[config.mk]
export PLATFORM = sky130hd
export DESIGN_NAME = bin2unary_gen_flat
export DESIGN_NICKNAME = d
export VERILOG_FILES = /design/src/rtl/ussub_pkg.sv /design/src/rtl/bin2unary_gen_if.sv /design/src/rtl/bsg_rng.sv /design/src/rtl/bin2unary_gen.sv /design/src/flat_wrapper.sv
export SDC_FILE = /design/constraint.sdc
export NUM_CORES = 1
export LEC_CHECK = 0
export ABC_AREA = 1
export BUFFER_PORTS_ARGS = -buffer_cell sky130_fd_sc_hd__buf_2
export CORE_MARGIN = 1
export CORE_UTILIZATION = 52
export CTS_CLUSTER_DIAMETER = 150
export CTS_CLUSTER_SIZE = 16
export DETAILED_ROUTE_END_ITERATION = 10
export PLACE_DENSITY = 0.74
export SYNTH_ARGS = -nofsm -noshare
export SYNTH_HDL_FRONTEND = slang
export SYNTH_HIERARCHICAL = 1
export SYNTH_SLANG_ARGS = --single-unit
[constraint.sdc]
create_clock -name iClk -period 3.6 [get_ports iClk]
set_clock_uncertainty 0.05 [all_clocks]
set_input_delay 0.36 -clock iClk [delete_from_list [all_inputs] [get_ports iClk]]
set_output_delay 0.36 -clock iClk [all_outputs]
set_load 0.01 [all_outputs]
[src/rtl/ussub_pkg.sv]
// Shared types and elaboration helpers for the unary-stream datapath blocks.
// Holds the stream FSM states, the LFSR tap table and the frame-length helper.
package ussub_pkg;

    typedef enum logic {
        IDLE = 1'b0,
        RUN  = 1'b1
    } state_t;

    // Fibonacci taps for a left-shifting LFSR whose feedback enters bit 0;
    // each mask gives a maximal-length sequence of 2^bw-1 nonzero states.
    function automatic logic [7:0] lfsrTaps(input int bw);
        case (bw)
            3:       return 8'h06;
            4:       return 8'h0C;
            5:       return 8'h14;
            6:       return 8'h30;
            7:       return 8'h60;
            8:       return 8'hB8;
            default: return 8'h0C;
        endcase
    endfunction

    // The LFSR never visits zero, so its frame is one position shorter.
    function automatic int frameLen(input int bw, input int mode);
        return (mode == 0) ? (1 << bw) : ((1 << bw) - 1);
    endfunction

endpackage

[src/rtl/bin2unary_gen_if.sv]
// Operand handshake and serial stream bundle for bin2unary_gen.
// master drives the operand, stall and abort; slave returns the stream.
interface bin2unary_gen_if #(
    parameter int BITWIDTH = 4
);
    logic                iClr;
    logic [BITWIDTH-1:0] iVal;
    logic                iValVld;
    logic                oValRdy;
    logic                iEn;
    logic                oBit;
    logic                oBitVld;
    logic                oLast;
    logic                oBusy;

    modport master (
        output iClr, iVal, iValVld, iEn,
        input  oValRdy, oBit, oBitVld, oLast, oBusy
    );

    modport slave (
        input  iClr, iVal, iValVld, iEn,
        output oValRdy, oBit, oBitVld, oLast, oBusy
    );
endinterface

[src/rtl/bsg_rng.sv]
// Index source for the unary stream: an up-counter (thermometer code) or a
// maximal-length Fibonacci LFSR (stochastic code), reloaded at frame start.
module bsg_rng
    import ussub_pkg::*;
#(
    parameter int BITWIDTH  = 4,
    parameter int RNG_MODE  = 0,
    parameter int LFSR_SEED = 1
) (
    input  logic                iClk,
    input  logic                iRstN,
    input  logic                iClr,
    input  logic                iLoad,
    input  logic                iEn,
    output logic [BITWIDTH-1:0] oIdx
);

    localparam logic [BITWIDTH-1:0] LOAD_VAL =
        (RNG_MODE == 0) ? '0 : BITWIDTH'(LFSR_SEED);

    logic [BITWIDTH-1:0] rIdx;
    logic [BITWIDTH-1:0] stepIdx;

    generate
        if (RNG_MODE == 0) begin : gCounter
            assign stepIdx = rIdx + BITWIDTH'(1);
        end else begin : gLfsr
            localparam logic [7:0] TAPS = lfsrTaps(BITWIDTH);
            logic [BITWIDTH-1:0] tapBits;
            for (genvar gi = 0; gi < BITWIDTH; gi++) begin : gTap
                assign tapBits[gi] = rIdx[gi] & TAPS[gi];
            end
            assign stepIdx = {rIdx[BITWIDTH-2:0], ^tapBits};
        end
    endgenerate

    always_ff @(posedge iClk or negedge iRstN) begin
        if (!iRstN) begin
            rIdx <= LOAD_VAL;
        end else if (iClr || iLoad) begin
            rIdx <= LOAD_VAL;
        end else if (iEn) begin
            rIdx <= stepIdx;
        end
    end

    assign oIdx = rIdx;

endmodule

[src/rtl/bin2unary_gen.sv]
// Binary-to-unary bitstream generator: latches an operand and emits one frame
// of serial bits whose ones-count equals it, stallable through iEn.
module bin2unary_gen
    import ussub_pkg::*;
#(
    parameter int BITWIDTH  = 4,
    parameter int RNG_MODE  = 0,
    parameter int LFSR_SEED = 1
) (
    input logic            iClk,
    input logic            iRstN,
    bin2unary_gen_if.slave bus
);

    localparam int              FRAME    = frameLen(BITWIDTH, RNG_MODE);
    localparam logic [BITWIDTH:0] LAST_POS = (BITWIDTH + 1)'(FRAME - 1);

    state_t              rState;
    state_t              stateNext;
    logic [BITWIDTH-1:0] rVal;
    logic [BITWIDTH:0]   rPos;
    logic [BITWIDTH-1:0] idx;
    logic                valRdy;
    logic                load;
    logic                step;
    logic                bitNext;
    logic                rBit;
    logic                rBitVld;
    logic                rLast;
    logic                rBusy;

    assign valRdy = (rState == IDLE) & ~bus.iClr;
    assign load   = bus.iValVld & valRdy;
    assign step   = (rState == RUN) & bus.iEn & ~bus.iClr;

    // Counter mode sweeps 0..FRAME-1, LFSR mode sweeps 1..2^BITWIDTH-1, so
    // the comparison differs by one to keep the ones-count equal to rVal.
    generate
        if (RNG_MODE == 0) begin : gCmpLt
            assign bitNext = (idx < rVal);
        end else begin : gCmpLe
            assign bitNext = (idx <= rVal);
        end
    endgenerate

    bsg_rng #(
        .BITWIDTH (BITWIDTH),
        .RNG_MODE (RNG_MODE),
        .LFSR_SEED(LFSR_SEED)
    ) uRng (
        .iClk (iClk),
        .iRstN(iRstN),
        .iClr (bus.iClr),
        .iLoad(load),
        .iEn  (step),
        .oIdx (idx)
    );

    always_comb begin
        stateNext = rState;
        if (bus.iClr) begin
            stateNext = IDLE;
        end else begin
            case (rState)
                IDLE:    if (load) stateNext = RUN;
                RUN:     if (bus.iEn && (rPos == LAST_POS)) stateNext = IDLE;
                default: stateNext = IDLE;
            endcase
        end
    end

    always_ff @(posedge iClk or negedge iRstN) begin
        if (!iRstN) begin
            rState <= IDLE;
        end else begin
            rState <= stateNext;
        end
    end

    always_ff @(posedge iClk or negedge iRstN) begin
        if (!iRstN) begin
            rVal    <= '0;
            rPos    <= '0;
            rBit    <= 1'b0;
            rBitVld <= 1'b0;
            rLast   <= 1'b0;
            rBusy   <= 1'b0;
        end else if (bus.iClr) begin
            rPos    <= '0;
            rBit    <= 1'b0;
            rBitVld <= 1'b0;
            rLast   <= 1'b0;
            rBusy   <= 1'b0;
        end else begin
            rBusy <= (stateNext == RUN);
            if (load) begin
                rVal <= bus.iVal;
                rPos <= '0;
            end
            if (step) begin
                rBit    <= bitNext;
                rBitVld <= 1'b1;
                rLast   <= (rPos == LAST_POS);
                rPos    <= rPos + (BITWIDTH + 1)'(1);
            end else begin
                rBitVld <= 1'b0;
                rLast   <= 1'b0;
            end
        end
    end

    assign bus.oValRdy = valRdy;
    assign bus.oBit    = rBit;
    assign bus.oBitVld = rBitVld;
    assign bus.oLast   = rLast;
    assign bus.oBusy   = rBusy;

endmodule

[src/flat_wrapper.sv]
// flat-port wrapper written by rule: the top's interface ports become plain ports
module bin2unary_gen_flat import ussub_pkg::*;
#(
    parameter int BITWIDTH  = 4,
    parameter int RNG_MODE  = 0,
    parameter int LFSR_SEED = 1
)
  (iClk, iRstN, bus_iClr, bus_iVal, bus_iValVld, bus_iEn, bus_oValRdy, bus_oBit, bus_oBitVld, bus_oLast, bus_oBusy);
  bin2unary_gen_if #(.BITWIDTH(BITWIDTH)) bus_i ();
  input logic iClk;
  input logic iRstN;
  input wire logic [$bits(bus_i.iClr)-1:0] bus_iClr;
  input wire logic [$bits(bus_i.iVal)-1:0] bus_iVal;
  input wire logic [$bits(bus_i.iValVld)-1:0] bus_iValVld;
  input wire logic [$bits(bus_i.iEn)-1:0] bus_iEn;
  output wire logic [$bits(bus_i.oValRdy)-1:0] bus_oValRdy;
  output wire logic [$bits(bus_i.oBit)-1:0] bus_oBit;
  output wire logic [$bits(bus_i.oBitVld)-1:0] bus_oBitVld;
  output wire logic [$bits(bus_i.oLast)-1:0] bus_oLast;
  output wire logic [$bits(bus_i.oBusy)-1:0] bus_oBusy;
  assign bus_i.iClr = bus_iClr;
  assign bus_i.iVal = bus_iVal;
  assign bus_i.iValVld = bus_iValVld;
  assign bus_i.iEn = bus_iEn;
  assign bus_oValRdy = bus_i.oValRdy;
  assign bus_oBit = bus_i.oBit;
  assign bus_oBitVld = bus_i.oBitVld;
  assign bus_oLast = bus_i.oLast;
  assign bus_oBusy = bus_i.oBusy;
  bin2unary_gen #(.BITWIDTH(BITWIDTH), .RNG_MODE(RNG_MODE), .LFSR_SEED(LFSR_SEED)) u_core (.iClk(iClk), .iRstN(iRstN), .bus(bus_i));
endmodule
# Word-level counts from Yosys, hierarchy flattened
# Index checks and enable logic that the tools add are counted.
# classes
add_sub_neg,2
magnitude_cmp,1
eq_ne,1
n_mux,16
n_bitwise,6
reduce_logical,6
# ops
operator,count
$mux 5,3
$mux 1,10
$mux 4,2
$add 5x1->5 const B,1
$eq 5x4->1 const B,1
$add 4x1->4 const B,1
$and 1x1->1,4
$lt 4x4->1,1
$reduce_bool 2->1,2
$reduce_bool 3->1,1
$not 1->1,2
$pmux 1 s2,1
$reduce_and 2->1,1
$logic_and 1x1->1,1
$logic_or 1x1->1,1
# totals
reg_bits,18
inputBits,9
output_inout_bits,5
wordCells,40

# Logic depth before layout (Yosys ltp)
# Gate-level depths: netlist of the first run.
# depth
ltp_word,7
mapped_depth,8
mapped_depth_nobuf,8

# Cells and area by module
# Netlist of the first run, hierarchy kept.
# by_module_without_submodules
mod,instances,cells_per_inst,area_each_um2,seq_area_each_um2
bin2unary_gen,1,77,695.7,325.3
bsg_rng,1,23,190.2,100.1

# Worst setup path before layout of the first run
# OpenSTA, ideal clock, no wires.
# synth_timing
path_kind,register to register
from,register u_core/bus.oBusy (netlist name)
to,register u_core.uRng.rIdx[1] (netlist: u_core/uRng/oIdx[1])
setup_time_ns,0.124
arrival_time_ns,1.096
required_ns,3.426
path_slack_ns,2.330
stages_incl_launch_ff,7
n_path_buf,0
synth_period_minus_slack_ns,1.270
path_cell_list,dfrtp_1 -> nor2_2 -> nand2_4 -> inv_8 -> nor2_1 -> o21ai_0 -> a21oi_1
# synth_rtl
element,line_no,source
"end signal, assigned",bsg_rng.sv:43,rIdx <= stepIdx;
"end, declared",bsg_rng.sv:21,logic [BITWIDTH-1:0] rIdx;

==> results of run 1 <==
## layout make-up
class / instances / area (um2)
clock buffer: 3 / 22.5
clock inverter: 1 / 5.00
fill: 138 / 533
inverter: 14 / 60.1
multi-input combinational: 69 / 400
sequential: 17 / 425
tap: 16 / 20.0
timing repair buffer: 14 / 75.1
## power groups by stage
stage	Clock (uW)	Sequential (uW)	Combinational, uW
3_3_place_gp	0	226	64.8
4_1_cts	104	223	67.6
5_1_grt	108	226	77.0
3_5_place_dp	0	226	66.5
6_report	96.1	223	66.1
2_1_floorplan	0	224	45.9
## synth_stat cells
library cell,instances,area share (%)
o21ai_1,1,0.56
inv_1,12,5.1
o21ai_2,4,4.0
or2_2,1,0.71
nand3_2,1,1.1
inv_8,1,1.3
nand3_1,7,4.0
ha_1,6,8.5
nor2_2,2,1.4
inv_2,1,0.42
nand4_1,1,0.71
a21oi_1,2,1.1
a21oi_2,2,2.0
dfrtp_1,17,48
nor2_1,10,4.2
nand2_2,7,4.9
a31oi_1,1,0.71
o21ai_0,2,1.1
nand2_1,21,8.9
nand2_4,1,1.3
## cell families (layout without fill, tap and decap cells)
group                      count (synthesis)  count (layout)
and+or+nand+nor                           51              51
DFF                                       17              17
AOI/OAI and AO/OA                         12              12
adders and majority gates                  6               6
buffers and inverters                     14              32
## how the worst min path moves through the flow
stage | startpoint | endpoint | slack [ps] | cells after the start
4_1_cts | bus_iVal[2] | u_core/rVal[2] | 220 | 3
6_report | bus_iVal[0] | u_core/rVal[0] | 230 | 3
3_3_place_gp | iRstN | u_core/rVal[2] | 250 | 1
3_5_place_dp | iRstN | u_core/rVal[2] | 250 | 1
5_1_grt | bus_iVal[2] | u_core/rVal[2] | 220 | 3
2_1_floorplan | iRstN | u_core/bus.oBit | 10 | 0
## metrics by stage
step,total power [uW],utilization [%],instance area [um2],std cells,hold WS [ps]
after floorplan,270,-,886,100,14.4
after global placement,290,63.0,971,129,248
after detailed placement,293,63.0,971,129,249
after CTS,394,65.4,1010,134,215
after global routing,411,65.4,1010,134,216
final,385,65.4,1010,134,230
## tightest hold or removal path, cell delays in order
cell     delay (ps)
buf_2            80
nand2_2          50
nand2_2          40
## sequential cells by signal, indices dropped and copies added, names as in the netlist
register,count
u_core/bus.oBit,1
u_core/bus.oBitVld,1
u_core/rVal,4
u_core/bus.oLast,1
u_core/uRng/oIdx,4
u_core/bus.oBusy,1
u_core/rPos,5
## cells in the final DEF (no fill, tap or decap), drive strengths merged
cell type,count
a21oi,4
a31oi,1
buf,13
clkbuf,3
clkinv,1
dfrtp,17
dlygate4sd3,1
ha,6
inv,14
nand2,29
nand3,8
nand4,1
nor2,12
o21ai,7
or2,1
## metal layers
layer	share of wire [%]	track usage, %	vias to the layer above
met5	0	0	-
met4	0.63	7.88	0
met3	4.1	2.55	2
met2	48	31.0	13
met1	47	22.3	314
li1	-	-	354
==> results.cfg, run 1 <==
[clock_tree]
post_cts.repair.setup_buffers = 0
htreeDepth = 1
cts_resized = 0
clock_latency_ps = 280
cts_tree = built
cts_sinks = 17
clockBufferDepth = 2
clk_pin_slew_worst_paths_ps = 90
hold_buffers = 1
numCtsBuffers = 3
cts-root-buf = clkbuf_4

[yosys]
yosys.area_share.adder_pct = 8.47
yosys_warnings = 6
yosysSeqAreaShare_pct = 48.0
synth_seq_cells = 17
synthCells = 100
synth_mux_area_share_pct = 0
netlist_area_um2 = 886
synth_top_family_by_area = simple AND/OR/NAND/NOR gates
synth_compound_area_share_pct = 9.46
synth.distinct_cells = 20
synthXorXnorAreaFrac_pct = 0
syn_area_per_cell_um2 = 8.86
yosys.area_share.simple_pct = 27.3
synthesis.nets = 115

[floorplanning]
die_x_um = 43.3
die_h_um = 43.3
dieArea_mm2 = 0.00187
core-area_mm2 = 0.00154
initial_core_util_pct = 57.5
ios = 14
core.rowCount = 14

[route]
drt_iter0_markers = 10
wirelength_mm = 1.43
first_pass_iters = 4
ant_nets = 0
drt-vias-per-instance = 5.10
vias = 683
drc = 0
drt-wirelength-per-cell_um = 10.6

[sta]
fin_tns_setup_ps = 0
hold_violations = 0
setup_viol_count_final = 0
max_freq_mhz = 672
worst_slew_pin_slew_ps = 369
fin_crit_sh_pct = 41.4
slew_viol_final = 0
period_needed_ps = 1490
slew_headroom_pct = 75.4
worst_slack_ps = 2110
rsz0062_at_grt = false

[critical_path]
r2r_start = u_core/bus.oBusy
worstSetupPathType = reg -> out
arrival_ps = 1080
reg2reg_to = u_core/uRng/oIdx[1]
worst_ep_required_time_ps = 3190
regToRegSetupSlack_ps = 2270
path_cells = nor2_2 > buf_2
endpoint_kind = output port
crit_path_top_delay_cell = dfrtp_1
cp-startpoint = u_core/bus.oBusy
path_buf_inv = 1
worst-path-max-fanout = 6
worst_path_largest_cell_delay_ps = 450
crit_end = bus_oValRdy
worstRegToRegCells = 6
cp_num_cells = 2
startpoint_type = flop
cp_top_family = flip-flops

[placed_design]
detailedPlace.worstSlack_ps = 2230
io_buffers = 13
gp_congestion = 0.729
post-dp-hpwl_mm = 1.10

[power_and_ir_drop]
power_switching_uw = 109
internal_power_uw = 276
power_frac_seq_pct = 57.9
power_density_mw_per_mm2 = 382
ir_drop_v = 0.000224
clkPwrFrac_pct = 25.0
power.leakage_uw = 0.000541
comb_power_share_pct = 17.2
swShare_pct = 28.3

[grt]
track_usage_pct = 18.1
grt_pass1_vias = 668
grt_pass1_wl_mm = 2.52
grt_max_degree = 18
antenna_found_initial = 0
grt_overflow = 0

[min_path]
hp-class = in -> reg

[cells_and_area]
drive_gt1_share_pct = 31.4
diodes = 0
syn_to_final_growth_pct = 13.8
nNetsFinal = 134

[status]
status = finished clean

[run]
drv_cap = 0
(Power assumes the default switching activity.)
==> inputs of run 2 (changes only) <==
- clock period: 3.6 -> 1.5 ns (I/O delays scaled with it)
==> results.cfg, run 2 (synthesis gave the netlist of run 1 again) <==
[floorplanning]
core.rowCount = 14
initial_core_util_pct = 57.5
die_h_um = 43.3
ios = 14
die_x_um = 43.3
core-area_mm2 = 0.00154
dieArea_mm2 = 0.00187

[cells_and_area]
syn_to_final_growth_pct = 13.8
diodes = 0
largest_reg_flops = 5
drive_gt1_share_pct = 31.4
final_cell_mix = nand2_1, dfrtp_1, buf_2
fin_area_mm2 = 0.00101
nNetsFinal = 134
regMostFlops = u_core/rPos
layout_commonest_cell = nand2_1
fillers = 142

[critical_path]
worstSetupPathType = reg -> reg
cp-startpoint = u_core/bus.oBusy
r2r_start = u_core/bus.oBusy
startpoint_type = flop
arrival_ps = 1500
worst-path-max-fanout = 8
endpoint_kind = flop
worst_ep_required_time_ps = 1660

[clock_tree]
numCtsBuffers = 3
cts_tree = built
htreeDepth = 1
hold_buffers = 1
clockBufferDepth = 2
clk_pin_slew_worst_paths_ps = 100
cts-root-buf = clkbuf_4
clock_latency_ps = 290
cts_resized = 0
cts_sinks = 17
post_cts.repair.setup_buffers = 0

[run]
drv_cap = 0

[sta]
hold_violations = 0
max_freq_mhz = 751
setup_viol_count_final = 0
fin_tns_setup_ps = 0
fin_crit_sh_pct = 88.8
rsz0062_at_grt = false
slew_headroom_pct = 74.5
slew_viol_final = 0
period_needed_ps = 1330
worst_slew_pin_slew_ps = 382

[route]
drt_iter0_markers = 14
wirelength_mm = 1.50
drt-vias-per-instance = 4.97
first_pass_iters = 4
ant_nets = 0
drt-wirelength-per-cell_um = 11.2
vias = 666
drc = 0

[power_and_ir_drop]
power.leakage_uw = 0.000541
ir_drop_v = 0.000680
power_density_mw_per_mm2 = 923

[placed_design]
post-dp-hpwl_mm = 1.11
io_buffers = 13
dpl_cell_area_um2 = 971
gp_congestion = 0.764

[min_path]
hp-class = in -> reg
min_from = bus_iVal[0]

[grt]
grt_overflow = 0
grt_pass1_wl_mm = 2.66
grt_max_degree = 18
antenna_found_initial = 0
track_usage_pct = 19.3
grt_pass1_vias = 650

[status]
status = finished clean
==> run 2: cell counts in the layout (fill, tap and decap cells not counted) <==
No cell type changed its count.
==> run 2: layout make-up <==
| cell class | instances | area, um2 | area share (%) |
|---|---|---|---|
| timing repair buffer | 14 | 75.1 | 7.44 |
| clock buffer | 3 | 22.5 | 2.23 |
| clock inverter | 1 | 5.00 | 0.496 |
| multi-input combinational | 69 | 400 | 39.7 |
| inverter | 14 | 60.1 | 5.96 |
| tap | 16 | 20.0 | 1.99 |
| sequential | 17 | 425 | 42.2 |
==> run 2: critical path, stage by stage (launching register included) <==
cell and delay [ps]:
dfrtp_1 460, nor2_2 90, nand2_4 120, inv_8 60
nor2_1 210, o21ai_0 140, a21oi_1 130
==> run 2: stage by stage <==
stage | setup slack (ps) | hold WS, ps | instances | util [%] | power [uW]
after floorplan | 230 | -196 | 100 | - | 649
after global placement | 229 | 38.1 | 129 | 63.0 | 698
after detailed placement | 194 | 40.8 | 129 | 63.0 | 705
after CTS | 164 | 0.711 | 134 | 65.4 | 946
after global routing | 45.7 | 0.607 | 134 | 65.4 | 995
final | 168 | 6.92 | 134 | 65.4 | 931
==> run 2: where the power goes <==
group / switching, uW / internal [uW] / leakage (uW)
Clock: 139 / 99.1 / 0.0000177
Sequential: 34.7 / 498 / 0.000227
Combinational: 94.9 / 65.9 / 0.000296
==> run 2: worst paths after layout <==
check                      slack [ps]  depth (start not counted)                  end
max                               170                          6  u_core/uRng/oIdx[1]
min                                 7                          3       u_core/rVal[0]
max reg2reg                       170                          6  u_core/uRng/oIdx[1]
min reg2reg                       430                          2      u_core/bus.oBit
max in group asynchronous         860                          2       u_core/rPos[2]
min in group asynchronous         270                          2       u_core/rVal[3]
==> run 2: routing by layer <==
metal	up-vias	share of wire, %	track usage (%)
li1	355	-	-
met1	292	48	26.2
met2	15	46	30.1
met3	4	3.3	2.55
met4	0	2.7	9.09
met5	-	0	0
